$ cat src/rtl/wb_ram_pkg.sv
// Shared definitions for the Wishbone RAM window: register word offsets,
// CTRL/STATUS bit positions, FSM state encoding and a byte-lane merge helper.
package wb_ram_pkg;

    // Register word offsets from the window base (byte offset = index * 4)
    localparam logic [2:0] REG_CTRL   = 3'd0;
    localparam logic [2:0] REG_ADDR   = 3'd1;
    localparam logic [2:0] REG_WDATA  = 3'd2;
    localparam logic [2:0] REG_RDATA  = 3'd3;
    localparam logic [2:0] REG_STATUS = 3'd4;
    localparam logic [2:0] REG_ID     = 3'd5;
    localparam logic [2:0] REG_ACNT   = 3'd6;

    localparam int CTRL_ACTIVE  = 0;
    localparam int CTRL_WE      = 1;
    localparam int CTRL_AUTOINC = 2;

    localparam int STAT_ERR  = 0;
    localparam int STAT_WRAP = 1;
    localparam int STAT_BUSY = 2;

    typedef enum logic [1:0] {
        ST_IDLE    = 2'd0,
        ST_RAM_WR  = 2'd1,
        ST_RD_WAIT = 2'd2,
        ST_ACK     = 2'd3
    } wb_ram_state_e;

    function automatic logic [31:0] byte_merge(input logic [31:0] old_v,
                                               input logic [31:0] new_v,
                                               input logic [3:0]  sel);
        logic [31:0] r;
        for (int i = 0; i < 4; i++) begin
            r[8*i +: 8] = sel[i] ? new_v[8*i +: 8] : old_v[8*i +: 8];
        end
        return r;
    endfunction

endpackage

$ cat src/rtl/wb_ram_lat_pipe.sv
// Valid shift register, LAT deep: strobe_o marks the cycle in which read data
// launched by en_i is present on the RAM output.
module wb_ram_lat_pipe
    import wb_ram_pkg::*;
#(
    parameter int LAT = 1
) (
    input  logic clk_i,
    input  logic rst_i,
    input  logic en_i,
    output logic strobe_o
);

    logic [LAT-1:0] vld_q;

    generate
        if (LAT == 1) begin : g_one
            always_ff @(posedge clk_i or posedge rst_i) begin
                if (rst_i) vld_q <= '0;
                else       vld_q <= en_i;
            end
        end else begin : g_multi
            always_ff @(posedge clk_i or posedge rst_i) begin
                if (rst_i) vld_q <= '0;
                else       vld_q <= {vld_q[LAT-2:0], en_i};
            end
        end
    endgenerate

    assign strobe_o = vld_q[LAT-1];

endmodule

$ cat src/rtl/wb_ram_window.sv
// Wishbone-slave register window onto a single-port user RAM.
// Optional build macro WB_RAM_ACCESS_COUNT_EN adds a saturating access counter at offset 0x18.
module wb_ram_window
    import wb_ram_pkg::*;
#(
    parameter logic [31:0] BASE_ADDR  = 32'h3000_0100,
    parameter int          RAM_AW     = 5,
    parameter int          RAM_DW     = 32,
    parameter int          RAM_RD_LAT = 1,
    parameter logic [31:0] ID_VALUE   = 32'hBAAA_AAAD
) (
    input  logic              wb_clk_i,
    input  logic              wb_rst_i,
    input  logic              wbs_cyc_i,
    input  logic              wbs_stb_i,
    input  logic              wbs_we_i,
    input  logic [3:0]        wbs_sel_i,
    input  logic [31:0]       wbs_adr_i,
    input  logic [31:0]       wbs_dat_i,
    output logic              wbs_ack_o,
    output logic [31:0]       wbs_dat_o,
    output logic              ram_wb_active,
    output logic              ram_wb_en,
    output logic              ram_wb_we_o,
    output logic [RAM_AW-1:0] ram_wb_addr,
    output logic [RAM_DW-1:0] ram_wb_data_to_ram,
    input  logic [RAM_DW-1:0] ram_wb_data_from_ram
);

`ifdef WB_RAM_ACCESS_COUNT_EN
    localparam logic [29:0] NREGS = 30'd7;
`else
    localparam logic [29:0] NREGS = 30'd6;
`endif

    wb_ram_state_e     state_q, state_d;
    logic [2:0]        ctrl_q, ctrl_d;
    logic [RAM_AW-1:0] addr_q, addr_d;
    logic [31:0]       wdata_q, wdata_d;
    logic [31:0]       dat_q, dat_d;
    logic              err_q, err_d, wrap_q, wrap_d;
    logic              rd_en_q, rd_en_d;
    logic              abort_q, abort_d;

    logic              err_set, err_clr, wrap_set, wrap_clr, ram_done, cap_stb, busy;
    logic [29:0]       off;
    logic              req;
    logic [2:0]        reg_sel;
    logic [31:0]       rd_val, ctrl_m, addr_m, wdata_m;
    logic              unused_bits;

    assign off     = wbs_adr_i[31:2] - BASE_ADDR[31:2];
    assign req     = wbs_cyc_i && wbs_stb_i && (off < NREGS);
    assign reg_sel = off[2:0];
    assign busy    = (state_q == ST_RAM_WR) || (state_q == ST_RD_WAIT);

    assign ctrl_m  = byte_merge({29'd0, ctrl_q}, wbs_dat_i, wbs_sel_i);
    assign addr_m  = byte_merge(32'(addr_q), wbs_dat_i, wbs_sel_i);
    assign wdata_m = byte_merge(wdata_q, wbs_dat_i, wbs_sel_i);
    assign unused_bits = ^{wbs_adr_i[1:0], ctrl_m[31:3], addr_m[31:RAM_AW]};

`ifdef WB_RAM_ACCESS_COUNT_EN
    logic [15:0] acnt_q;
    logic        acnt_clr;

    always_ff @(posedge wb_clk_i or posedge wb_rst_i) begin
        if (wb_rst_i)                    acnt_q <= '0;
        else if (acnt_clr)               acnt_q <= '0;
        else if (ram_done && !(&acnt_q)) acnt_q <= acnt_q + 16'd1;
    end
`endif

    always_comb begin
        rd_val = '0;
        case (reg_sel)
            REG_CTRL:   rd_val = {29'd0, ctrl_q};
            REG_ADDR:   rd_val = 32'(addr_q);
            REG_WDATA:  rd_val = wdata_q;
            REG_STATUS: rd_val = {29'd0, busy, wrap_q, err_q};
            REG_ID:     rd_val = ID_VALUE;
`ifdef WB_RAM_ACCESS_COUNT_EN
            REG_ACNT:   rd_val = {16'd0, acnt_q};
`endif
            default:    rd_val = '0;
        endcase
    end

    wb_ram_lat_pipe #(.LAT(RAM_RD_LAT)) u_lat_pipe (
        .clk_i    (wb_clk_i),
        .rst_i    (wb_rst_i),
        .en_i     (rd_en_q),
        .strobe_o (cap_stb)
    );

    always_comb begin
        state_d  = state_q;
        ctrl_d   = ctrl_q;
        addr_d   = addr_q;
        wdata_d  = wdata_q;
        dat_d    = dat_q;
        rd_en_d  = 1'b0;
        ram_done = 1'b0;
        err_set  = 1'b0;
        err_clr  = 1'b0;
        wrap_set = 1'b0;
        wrap_clr = 1'b0;
`ifdef WB_RAM_ACCESS_COUNT_EN
        acnt_clr = 1'b0;
`endif
        unique case (state_q)
            ST_IDLE: begin
                if (req && !wbs_ack_o) begin
                    state_d = ST_ACK;
                    dat_d   = rd_val;
                    case (reg_sel)
                        REG_CTRL: if (wbs_we_i) ctrl_d = ctrl_m[2:0];
                        REG_ADDR: if (wbs_we_i) addr_d = addr_m[RAM_AW-1:0];
                        REG_WDATA: begin
                            if (wbs_we_i) begin
                                wdata_d = wdata_m;
                                if (!ctrl_q[CTRL_ACTIVE])  err_set = 1'b1;
                                else if (ctrl_q[CTRL_WE])  state_d = ST_RAM_WR;
                            end
                        end
                        REG_RDATA: begin
                            if (!wbs_we_i) begin
                                if (!ctrl_q[CTRL_ACTIVE]) begin
                                    err_set = 1'b1;
                                end else begin
                                    state_d = ST_RD_WAIT;
                                    rd_en_d = 1'b1;
                                end
                            end
                        end
                        REG_STATUS: begin
                            if (wbs_we_i && wbs_sel_i[0]) begin
                                err_clr  = wbs_dat_i[STAT_ERR];
                                wrap_clr = wbs_dat_i[STAT_WRAP];
                            end
                        end
`ifdef WB_RAM_ACCESS_COUNT_EN
                        REG_ACNT: if (wbs_we_i) acnt_clr = 1'b1;
`endif
                        default: ;
                    endcase
                end
            end
            ST_RAM_WR: begin
                ram_done = 1'b1;
                state_d  = ST_IDLE;
            end
            ST_RD_WAIT: begin
                if (cap_stb) begin
                    dat_d    = 32'(ram_wb_data_from_ram);
                    ram_done = 1'b1;
                    state_d  = ST_ACK;
                end
            end
            ST_ACK:  state_d = ST_IDLE;
            default: state_d = ST_IDLE;
        endcase

        if (ram_done && ctrl_q[CTRL_AUTOINC]) begin
            addr_d   = addr_q + 1'b1;
            wrap_set = &addr_q;
        end
        // A set in the same cycle as a write-one-to-clear keeps the bit set
        err_d  = (err_q & ~err_clr) | err_set;
        wrap_d = (wrap_q & ~wrap_clr) | wrap_set;
        // Once the master lets go mid-access, this access must never ack
        abort_d = (state_q != ST_IDLE) && (abort_q || !(wbs_cyc_i && wbs_stb_i));
    end

    always_ff @(posedge wb_clk_i or posedge wb_rst_i) begin
        if (wb_rst_i) begin
            state_q <= ST_IDLE;
            ctrl_q  <= '0;
            addr_q  <= '0;
            wdata_q <= '0;
            dat_q   <= '0;
            err_q   <= 1'b0;
            wrap_q  <= 1'b0;
            rd_en_q <= 1'b0;
            abort_q <= 1'b0;
        end else begin
            state_q <= state_d;
            ctrl_q  <= ctrl_d;
            addr_q  <= addr_d;
            wdata_q <= wdata_d;
            dat_q   <= dat_d;
            err_q   <= err_d;
            wrap_q  <= wrap_d;
            rd_en_q <= rd_en_d;
            abort_q <= abort_d;
        end
    end

    assign wbs_ack_o = ((state_q == ST_ACK) || (state_q == ST_RAM_WR)) &&
                       wbs_cyc_i && wbs_stb_i && !abort_q;
    assign wbs_dat_o          = dat_q;
    assign ram_wb_active      = ctrl_q[CTRL_ACTIVE];
    assign ram_wb_en          = (state_q == ST_RAM_WR) || rd_en_q;
    assign ram_wb_we_o        = (state_q == ST_RAM_WR);
    assign ram_wb_addr        = addr_q;
    assign ram_wb_data_to_ram = wdata_q[RAM_DW-1:0];

endmodule

$ cat config.mk
export PLATFORM = sky130hd
export DESIGN_NAME = wb_ram_window
export DESIGN_NICKNAME = d
export VERILOG_FILES = /design/src/rtl/wb_ram_pkg.sv /design/src/rtl/wb_ram_lat_pipe.sv /design/src/rtl/wb_ram_window.sv
export SDC_FILE = /design/constraint.sdc
export NUM_CORES = 1
export LEC_CHECK = 0
export BUFFER_PORTS_ARGS = -buffer_cell sky130_fd_sc_hd__buf_2
export CAP_MARGIN = 20
export CORE_MARGIN = 5
export CORE_UTILIZATION = 34
export CTS_CLUSTER_SIZE = 20
export DETAILED_ROUTE_END_ITERATION = 7
export PLACE_DENSITY = 0.66
export SYNTH_ARGS = -nofsm -noshare
export SYNTH_HDL_FRONTEND = slang
export SYNTH_SLANG_ARGS = --single-unit
$ cat constraint.sdc
create_clock -name wb_clk_i -period 4.7 [get_ports wb_clk_i]
set_clock_uncertainty 0.15 [all_clocks]
set_input_delay 0.47 -clock wb_clk_i [delete_from_list [all_inputs] [get_ports wb_clk_i]]
set_output_delay 0.47 -clock wb_clk_i [all_outputs]
set_load 0.02 [all_outputs]
# After elaboration in Yosys (flattened, before gate mapping)
# Index checks and enable logic that the tools add are counted.
# word_totals
ff_bits	79
latchBits	0
mem_bits_rw	0
rom_bits	0
input_bits	105
output_inout_bits	73
elab_cells	108
mem_count	0
# op_classes
n_addsub	2
n_mul	0
div	0
n_lt_le_gt_ge	1
n_eq_ne	10
shift	0
muxes	41
bitwise_logic	6
reduce_logical	35
# ops
cell	count
32-bit case mux with 5 select lines	1
32-bit two-way mux	2
32-bit case mux with 2 select lines	1
5-bit AND reduction	7
30-bit by 3-bit less-than comparator with 1-bit output, second input constant	1
5-bit two-way mux	6
30-bit by 28-bit subtractor with 30-bit output, second input constant	1
1-bit two-way mux	22
2-bit nonzero test	7
2-bit two-way mux	5
1-bit logical AND	9
3-bit by 2-bit equality test with 1-bit output, second input constant	2
3-bit equality test, second input constant	2
2-bit case mux with 3 select lines	1
5-bit by 1-bit adder with 5-bit output, second input constant	1
2-bit equality test, second input constant	2
1-bit logical OR	4
1-bit case mux with 2 select lines	2
2-bit case mux with 2 select lines	1
3-bit by 1-bit equality test with 1-bit output, second input constant	1
1-bit logical NOT	3
3-bit logical NOT	1
3-bit AND reduction	1
1-bit AND	2
other kinds (8)	10

# Longest topological paths before layout
# Gate-level depths: netlist of run 1.
# logic_depth
word_depth	12
ltp_mapped	12
depth_no_buf	9

# Cells and area by module
# A second synthesis of run 1 with hierarchy kept.
# hier_totals
cells_unflattened	401
area_unflattened_um2	4177.8
# modules_own_cells
module	instances	cells_per_inst	area_per_inst_um2	seq_area_each_um2
wb_ram_window	1	399	4149.0	1951.9
wb_ram_lat_pipe	1	2	28.8	25.0

# Worst setup path after synthesis of run 1
# No wires, ideal clock.
# synth_timing
path_type	input port to flip-flop
from	input port wbs_adr_i[11]
to	register ctrl_q[0]
setup_ps	125
arrival_time_ps	3331
required_ps	4425
slack_ps	1095
stages	9
path_buffers	2
path_cell_list	or4_1 -> buf_2 -> nor4_2 -> or4b_1 -> a2111o_1 -> or2_1 -> buf_2 -> nor4b_4 -> mux2_2
# synth_via
elab_chain_len	5
# synth_lines
item	line_no	text
start, declared	wb_ram_window.sv:18	input logic [31:0] wbs_adr_i,
30-bit by 28-bit subtractor with 30-bit output	wb_ram_window.sv:52	assign off = wbs_adr_i[31:2] - BASE_ADDR[31:2];
30-bit by 3-bit less-than comparator with 1-bit output	wb_ram_window.sv:53	assign req = wbs_cyc_i && wbs_stb_i && (off < NREGS);
1-bit logical AND	wb_ram_window.sv:53	
1-bit logical AND	wb_ram_window.sv:112	if (req && !wbs_ack_o) begin
5-bit AND reduction (no line)	--	
end signal, assigned	wb_ram_window.sv:187	ctrl_q <= ctrl_d;
end, declared	wb_ram_window.sv:37	logic [2:0] ctrl_q, ctrl_d;
# Every way passes these cells.
# A chain may end at the register's enable or synchronous reset.

# Worst setup path in the final report of run 1
# layout_timing
from	input port wbs_adr_i[11]
to	register ctrl_q[1]
# The elaborated chain is that of the path after synthesis.

==> results by group, run 1 <==
Worst setup path
  – RR Endpoint: ctrl_q[1]
  – Crit-path cells: buf_2, or4_1, nor4_2, or4b_1, a2111o_1, or2_1, nor4b_4, mux2_2
  – RR Startpoint: state_q[0]
  – WS Path Type: input pin to flop
  – Worst Path Required: 4.77 ns
  – CP delay by family, top: simple AND/OR/NAND/NOR gates
  – Startpoint class of the critical path: input pin
  – Worst r2r path cells: 8
  – WP data arrival: 3.93 ns
  – Crit-path slowest cell: or4_1
  – Reg-to-reg setup timing slack: 1.21 ns
  – Critical-path maximum fanout: 13
  – Crit end category: flop
  – Largest stage delay, worst path: 0.67 ns
  – Buffers and inverters on the worst path: 1

Drt
  – Metal2 WL: 5870 um
  – First drt pass iteration count: 4
  – Via count: 3,742
  – Antenna Nets Post-Route: 0
  – Final wirelength: 12,600 um
  – WL per Instance: ~18 um
  – WL met1: 5480 um
  – Vias per cell: 5.35
  – Remaining DRCs: 0
  – DR top layer: met4
  – WL met3: 1070 um
  – Drt first-iter violations: approximately 180

Die
  – # IOs: 178
  – DIE AREA: 14,300 sq um
  – Rows: 40
  – Die W: 120 um
  – Core box area: between 10,000 and 15,000 sq um
  – Die height: 120 um
  – Initial Utilization: 0.343

Placement
  – Buffers added on ports: 175
  – DP Wirelength: 9420 um
  – Final RePlAce weighted congestion: around 0.82

Synthesis
  – Ys Warns: 0
  – Synth top area cells: dfrtp_1 48%, mux2_2 11%, o221a_2 8.6%
  – Post-synth EDFFs: 0
  – Async set or reset register ratio after synthesis: 1.00
  – Syn_nets: 486
  – Most used DFF post-synth: dfrtp_1
  – Synthesis-stage register bit count: a little under 80
  – Sequential area share after synthesis: 0.485
  – Yosys cell types: 53
  – Mapped Cells: ~380
  – Synth top area share: 0.485
  – Cell taking the most area after synthesis: dfrtp_1
  – Avg Cell Area, Syn: approximately 11 sq um
  – Synthesized area: 4080 sq um

CTS
  – CTS sink cnt: just under 80
  – H-tree level count: 3
  – CTS max path bufs: 2
  – CTS root buffer: clkbuf_16
  – Cts-stage hold buffer count: 0
  – Total CTS buffers: 9
  – Clk_lat worst skew: 0.34 ns
  – PostCTS Resize Cnt: 0
  – Worst-path clk slew: 0.06 ns
  – CTS tree: done
  – Postcts setup bufs: 0

Global route
  – Vias in the first global route: 3,904
  – Largest net degree at the start of global routing: 41
  – Grt ovf: 0
  – Initial antenna violation count: 0
  – GRT Overall Usage: 0.179
  – First-pass GRT wire length: 20,400 um

STA
  – Slew margin rel.: 0.535
  – Period utilization: 0.821
  – Slew Limit Fails: 0
  – Post-route setup TNS: 0 ns
  – Final worst path period need: 3.86 ns
  – Hold Violations, Final: 0
  – Unrepaired setup endpoints after global routing: false
  – Fmax: 259 MHz
  – Final setup vio count: 0
  – Least-Margin Pin Slew: approximately 0.70 ns

Cells and area
  – ANT cells: 0
  – Multi-input combinational cell area: 2000 sq um
  – Fill cells: 1,161
  – Area Growth Syn to Fin: 33.3%
  – Final net count: 660
  – Final Util: 0.457
  – Area occupied by registers: 1980 sq um
  – Fraction of layout cells with a size suffix above 1: 0.510

Outcome
  – Status: finished, final reports clean

Power and ir drop
  – Pwr dens: 278 nW/um^2
  – Psw: 315 uW
  – Max VDD drop: 0.171 mV
  – Combinational power share: 0.062
  – Reg power frac: 0.450
  – Leak pwr: 2.81 nW
  – Int Pwr: 1.20 mW
  – Clock Power Share: 0.488
  – Switching Fraction: 0.208

Min path
  – Worst hold path type: input pin to async pin

Run
  – MaxCap Viol Count: 0
-- area by class of cell --
type | count | share of cell area
flip-flops and latches | 79 | 0.363
clock inverters | 4 | 0.0129
well taps | 147 | 0.0338
clock buffers | 11 | 0.0446
inverters | 8 | 0.00575
multi-input cells | 268 | 0.367
repair buffers | 183 | 0.172
-- flip-flops by register name, summed over array words and instances (netlist names) --
signal / cells
rd_en_q: 1
u_lat_pipe.strobe_o: 1
err_q: 1
ctrl_q: 3
wrap_q: 1
state_q: 2
abort_q: 1
ram_wb_data_to_ram: 32
wbs_dat_o: 32
ram_wb_addr: 5
-- kinds of logic (layout without fill, tap and decap cells) --
| family | count (synthesis) | in the layout | share of synthesized area |
|---|---|---|---|
| xor gates and xnor gates | 2 | 2 | 0.00429 |
| and+or+nand+nor | 133 | 133 | 0.171 |
| AOI/OAI and AO/OA | 85 | 85 | 0.178 |
| adders and majority gates | 6 | 6 | 0.0184 |
| muxes | 42 | 42 | 0.115 |
| DFF | 79 | 79 | 0.485 |
| buffers and inverters | 28 | 206 | 0.0285 |
-- cell usage after synthesis (all sizes together) (4+ instances only) --
cell type,instances
a211oi,6
o221a,31
dfrtp,79
nand4,6
o21ai,16
and3,5
nand3,5
nor4,5
clkbuf,10
inv,8
a21oi,6
o32ai,4
nor3,8
ha,6
nor2,13
nand2,68
or2,4
mux2,39
or4,6
buf,10
-- stage by stage --
stage               setup slack [ns]  total power, mW  instance area, sq um  cells  hold WS (ns)
finish                         0.844             1.51                  5440    700        0.0631
global route                   0.699             1.57                  5440    700         0.136
CTS                            0.887             1.54                  5440    700        0.0786
detailed placement             0.523            0.787                  5130    685         0.215
global placement               0.568            0.785                  5130    685         0.202
floorplan                       1.09            0.727                  4080    375         0.196
-- metal layers --
layer,vias to the layer above,track usage
met4,0,0.0651
met5,-,0
met1,1801,0.229
met3,19,0.0514
met2,159,0.289
li1,1763,-
-- power groups by stage --
| stage | Combinational (mW) | Clock, mW | Sequential [mW] |
|---|---|---|---|
| after floorplan | 0.0340 | 0 | 0.693 |
| after global placement | 0.0924 | 0 | 0.693 |
| after detailed placement | 0.0946 | 0 | 0.693 |
| after CTS | 0.0952 | 0.766 | 0.680 |
| after global routing | 0.105 | 0.788 | 0.680 |
| final | 0.0931 | 0.737 | 0.680 |
-- placed cells by master, fill, tap and decap left out, drive strengths merged, types with 4 or more instances in the layout --
| master | instances |
|---|---|
| ha | 6 |
| buf | 183 |
| nand3 | 5 |
| or4 | 6 |
| o221a | 31 |
| a211oi | 6 |
| o21ai | 16 |
| nand4 | 6 |
| nand2 | 68 |
| o32ai | 4 |
| mux2 | 39 |
| or2 | 4 |
| a21oi | 6 |
| nor4 | 5 |
| nor3 | 8 |
| clkbuf | 11 |
| dfrtp | 79 |
| and3 | 5 |
| nor2 | 13 |
| inv | 7 |
-- worst max-delay path by stage --
stage	startpoint	to	slack (ns)	depth (start not counted)
after global placement	wbs_adr_i[11]	ctrl_q[1]	0.57	8
after detailed placement	wbs_adr_i[11]	ctrl_q[1]	0.52	8
after global routing	wbs_adr_i[11]	ctrl_q[2]	0.70	8
final	wbs_adr_i[11]	ctrl_q[1]	0.84	8
after CTS	wbs_adr_i[11]	ctrl_q[1]	0.89	8
after floorplan	wbs_adr_i[11]	ctrl_q[0]	1.09	9
(Power assumes the default switching activity.)
==> run 2: changes to the inputs <==
--- a/config.mk
+++ b/config.mk
@@ -11,7 +11,7 @@
 export CORE_UTILIZATION = 34
 export CTS_CLUSTER_SIZE = 20
 export DETAILED_ROUTE_END_ITERATION = 7
-export PLACE_DENSITY = 0.66
+export PLACE_DENSITY = 0.68
 export SYNTH_ARGS = -nofsm -noshare
 export SYNTH_HDL_FRONTEND = slang
 export SYNTH_SLANG_ARGS = --single-unit
==> constraint.sdc (replaced) <==
create_clock -name wb_clk_i -period 3.51 [get_ports wb_clk_i]
set_clock_uncertainty 0.15 [all_clocks]
set_input_delay 0.351 -clock wb_clk_i [delete_from_list [all_inputs] [get_ports wb_clk_i]]
set_output_delay 0.351 -clock wb_clk_i [all_outputs]
set_load 0.02 [all_outputs]
==> run 2 against run 1 <==
Effect of this change:
- sequential cell count stayed put
- setup slack worse by 0.66 ns
- critical path depth did not move
- utilization is 1.9 points higher
- power up 29%
- combinational power grew 50%
- sequential share of layout area decreased by 1.4 points
- final cell count is 3.9% higher
- critical endpoint unchanged
- largest power group is now sequential cells
- highest routed layer unchanged
==> results by group, run 2 (synthesis gave the netlist of run 1 again) <==
Power and ir drop
  – Int Pwr: 1.46 mW (+22%)
  – Psw: 484 uW (+54%)
  – Pwr dens: 344 nW/um^2 (+24%)
  – Clock Power Share: 0.461 (-0.027)
  – Leak pwr: 2.93 nW (+4.3%)
  – Switching Fraction: 0.249 (+0.0404)
  – Reg power frac: 0.467 (+0.017)
  – Combinational power share: 0.072 (+0.010)
  – Max VDD drop: 0.231 mV (+35%)

Placement
  – Placed cell area: 5340 sq um (+4.2%)
  – Buffers added on ports: 175 (unchanged)
  – Final RePlAce weighted congestion: 0.865 (+5.0%)
  – DP Wirelength: 9900 um (+5.1%)

CTS
  – Total CTS buffers: 9 (unchanged)
  – Postcts setup bufs: 0 (unchanged)
  – CTS root buffer: clkbuf_16
  – PostCTS Resize Cnt: 0 (unchanged)
  – CTS sink cnt: 79 (unchanged)
  – CTS max path bufs: 2 (unchanged)
  – CTS tree: done
  – Clk_lat worst skew: 0.34 ns (about the same)
  – H-tree level count: 3 (unchanged)
  – Worst-path clk slew: 0.07 ns (about the same)

Global route
  – Grt ovf: 0 (unchanged)
  – Largest net degree at the start of global routing: 60 (+46%)
  – GRT Overall Usage: 0.186 (+0.00736)
  – First-pass GRT wire length: 21,100 um (+3.1%)
  – Vias in the first global route: 4,141 (+6.1%)
  – Initial antenna violation count: 0 (unchanged)

Cells and area
  – Area Growth Syn to Fin: 38.8%
  – Fill cells: 1,177 (+1.4%)
  – Most common cell after layout, fill and taps aside: buf_2
  – ANT cells: 0 (unchanged)
  – Final net count: 686 (+3.9%)
  – Final Util: 0.475 (+0.0187)
  – Fraction of layout cells with a size suffix above 1: 0.533 (+0.0228)
  – Final design area excluding fillers: 5660 sq um (+4.1%)
  – Most frequent cells in the layout: 175 x buf_2, 79 x dfrtp_1, 68 x nand2_1

Worst setup path
  – Startpoint class of the critical path: input pin
  – Crit-path cells: buf_2, or4_1, nor4_2, or4b_1, a2111o_1, or2_1, nor4b_4, mux2_2
  – WS Path Type: input pin to flop
  – Worst Path Required: 3.59 ns (-1.18 ns)
  – Crit end category: flop
  – Crit-path slowest cell: or4_1
  – Largest stage delay, worst path: 0.57 ns (-0.10 ns)
  – WP data arrival: 3.40 ns (-0.53 ns)
  – Critical-path maximum fanout: 4 (-9)

Drt
  – Vias per cell: 5.35 (+0.17%)
  – Via count: 3,893 (+4.0%)
  – Drt first-iter violations: 238 (+33%)
  – Remaining DRCs: 0 (unchanged)
  – Antenna Nets Post-Route: 0 (unchanged)
  – Final wirelength: 13,100 um (+3.7%)
  – WL per Instance: 18.0 um (-0.17%)
  – First drt pass iteration count: 4 (unchanged)

STA
  – Final worst path period need: around 3.3 ns
  – Period utilization: 0.946
  – Fmax: 301 MHz
  – Slew margin rel.: 0.590 (+0.0555)
  – Least-Margin Pin Slew: 0.613 ns (-0.0839 ns)
  – Slew Limit Fails: 0 (unchanged)
  – Hold Violations, Final: 0 (unchanged)
  – Unrepaired setup endpoints after global routing: false
  – Final setup vio count: 0 (unchanged)

Run
  – MaxCap Viol Count: 0 (unchanged)

Outcome
  – Status: finished, final reports clean

Die
  – Die W: 120 um (unchanged)
  – Die height: 120 um (unchanged)
  – Initial Utilization: 0.343 (unchanged)
  – # IOs: 178 (unchanged)
  – Rows: 40 (unchanged)
  – DIE AREA: 14,300 sq um (unchanged)
  – Core box area: 11,900 sq um (unchanged)

Min path
  – Worst hold path type: input pin to flop
[run 2: through the flow]
| step | hold slack (ns) | setup slack (ns) | TNS [ns] | power, mW | cells |
|---|---|---|---|---|---|
| floorplan | 0.196 | 0.0235 | 0 | 0.973 | 375 |
| global placement | 0.202 | -0.0999 | -1.12 | 1.06 | 709 |
| detailed placement | 0.206 | -0.151 | -2.35 | 1.06 | 709 |
| CTS | 0.0658 | 0.209 | 0 | 1.97 | 725 |
| global route | 0.0724 | 0.0727 | 0 | 2.03 | 727 |
| finish | 0.0789 | 0.188 | 0 | 1.95 | 727 |
[run 2: worst paths after layout]
| path | cells past startpoint | slack, ns | startpoint | endpoint |
|---|---|---|---|---|
| min in group asynchronous | 3 | 0.34 | wb_rst_i | wbs_dat_o[19] |
| hold / removal | 2 | 0.08 | wbs_dat_i[23] | ram_wb_data_to_ram[23] |
| hold reg to reg | 0 | 0.23 | rd_en_q | u_lat_pipe.strobe_o |
| max in group asynchronous | 5 | 2.11 | wb_rst_i | ctrl_q[2] |
| setup reg to reg | 9 | 0.37 | state_q[1] | ctrl_q[1] |
| setup / recovery | 8 | 0.19 | wbs_adr_i[15] | ctrl_q[1] |
[run 2: cell type report]
| cell class | instances | area, sq um | area share |
|---|---|---|---|
| clock buffer | 9 | 225 | 0.0398 |
| clock inverter | 7 | 55.1 | 0.00972 |
| inverter | 8 | 31.3 | 0.00552 |
| multi-input combinational | 268 | 2000 | 0.353 |
| sequential | 79 | 1980 | 0.349 |
| tap | 147 | 184 | 0.0325 |
| timing repair buffer | 209 | 1190 | 0.210 |
[run 2: what timing repair did]
item / 4_1_cts / 5_1_grt
endpoints found under the setup margin: 0 / 0
hold endpoints to repair: 0 / 12
hold buffers: 0 / 1
[run 2: routing by layer]
layer	global-route usage	up-vias	part of all wire
met5	0	-	0
met1	0.228	1920	0.41
met2	0.314	141	0.51
met4	0.0737	0	0.020
met3	0.0481	19	0.060
li1	-	1813	-
[run 2: power groups by stage]
stage                     Combinational, mW  Sequential [mW]  Clock (mW)
after detailed placement              0.137            0.927           0
after global routing                  0.156            0.909       0.963
after CTS                             0.137            0.910       0.920
final                                 0.140            0.910       0.897
after floorplan                      0.0456            0.927           0
after global placement                0.132            0.927           0
[run 2: critical path, delay by kind of cell]
kind | cells | cell delay, ns
multiplexers | 1 | 0.37
AND/OR/NAND/NOR | 5 | 2.04
buffers and inverters | 1 | 0.10
AO/OA/AOI/OAI | 1 | 0.52
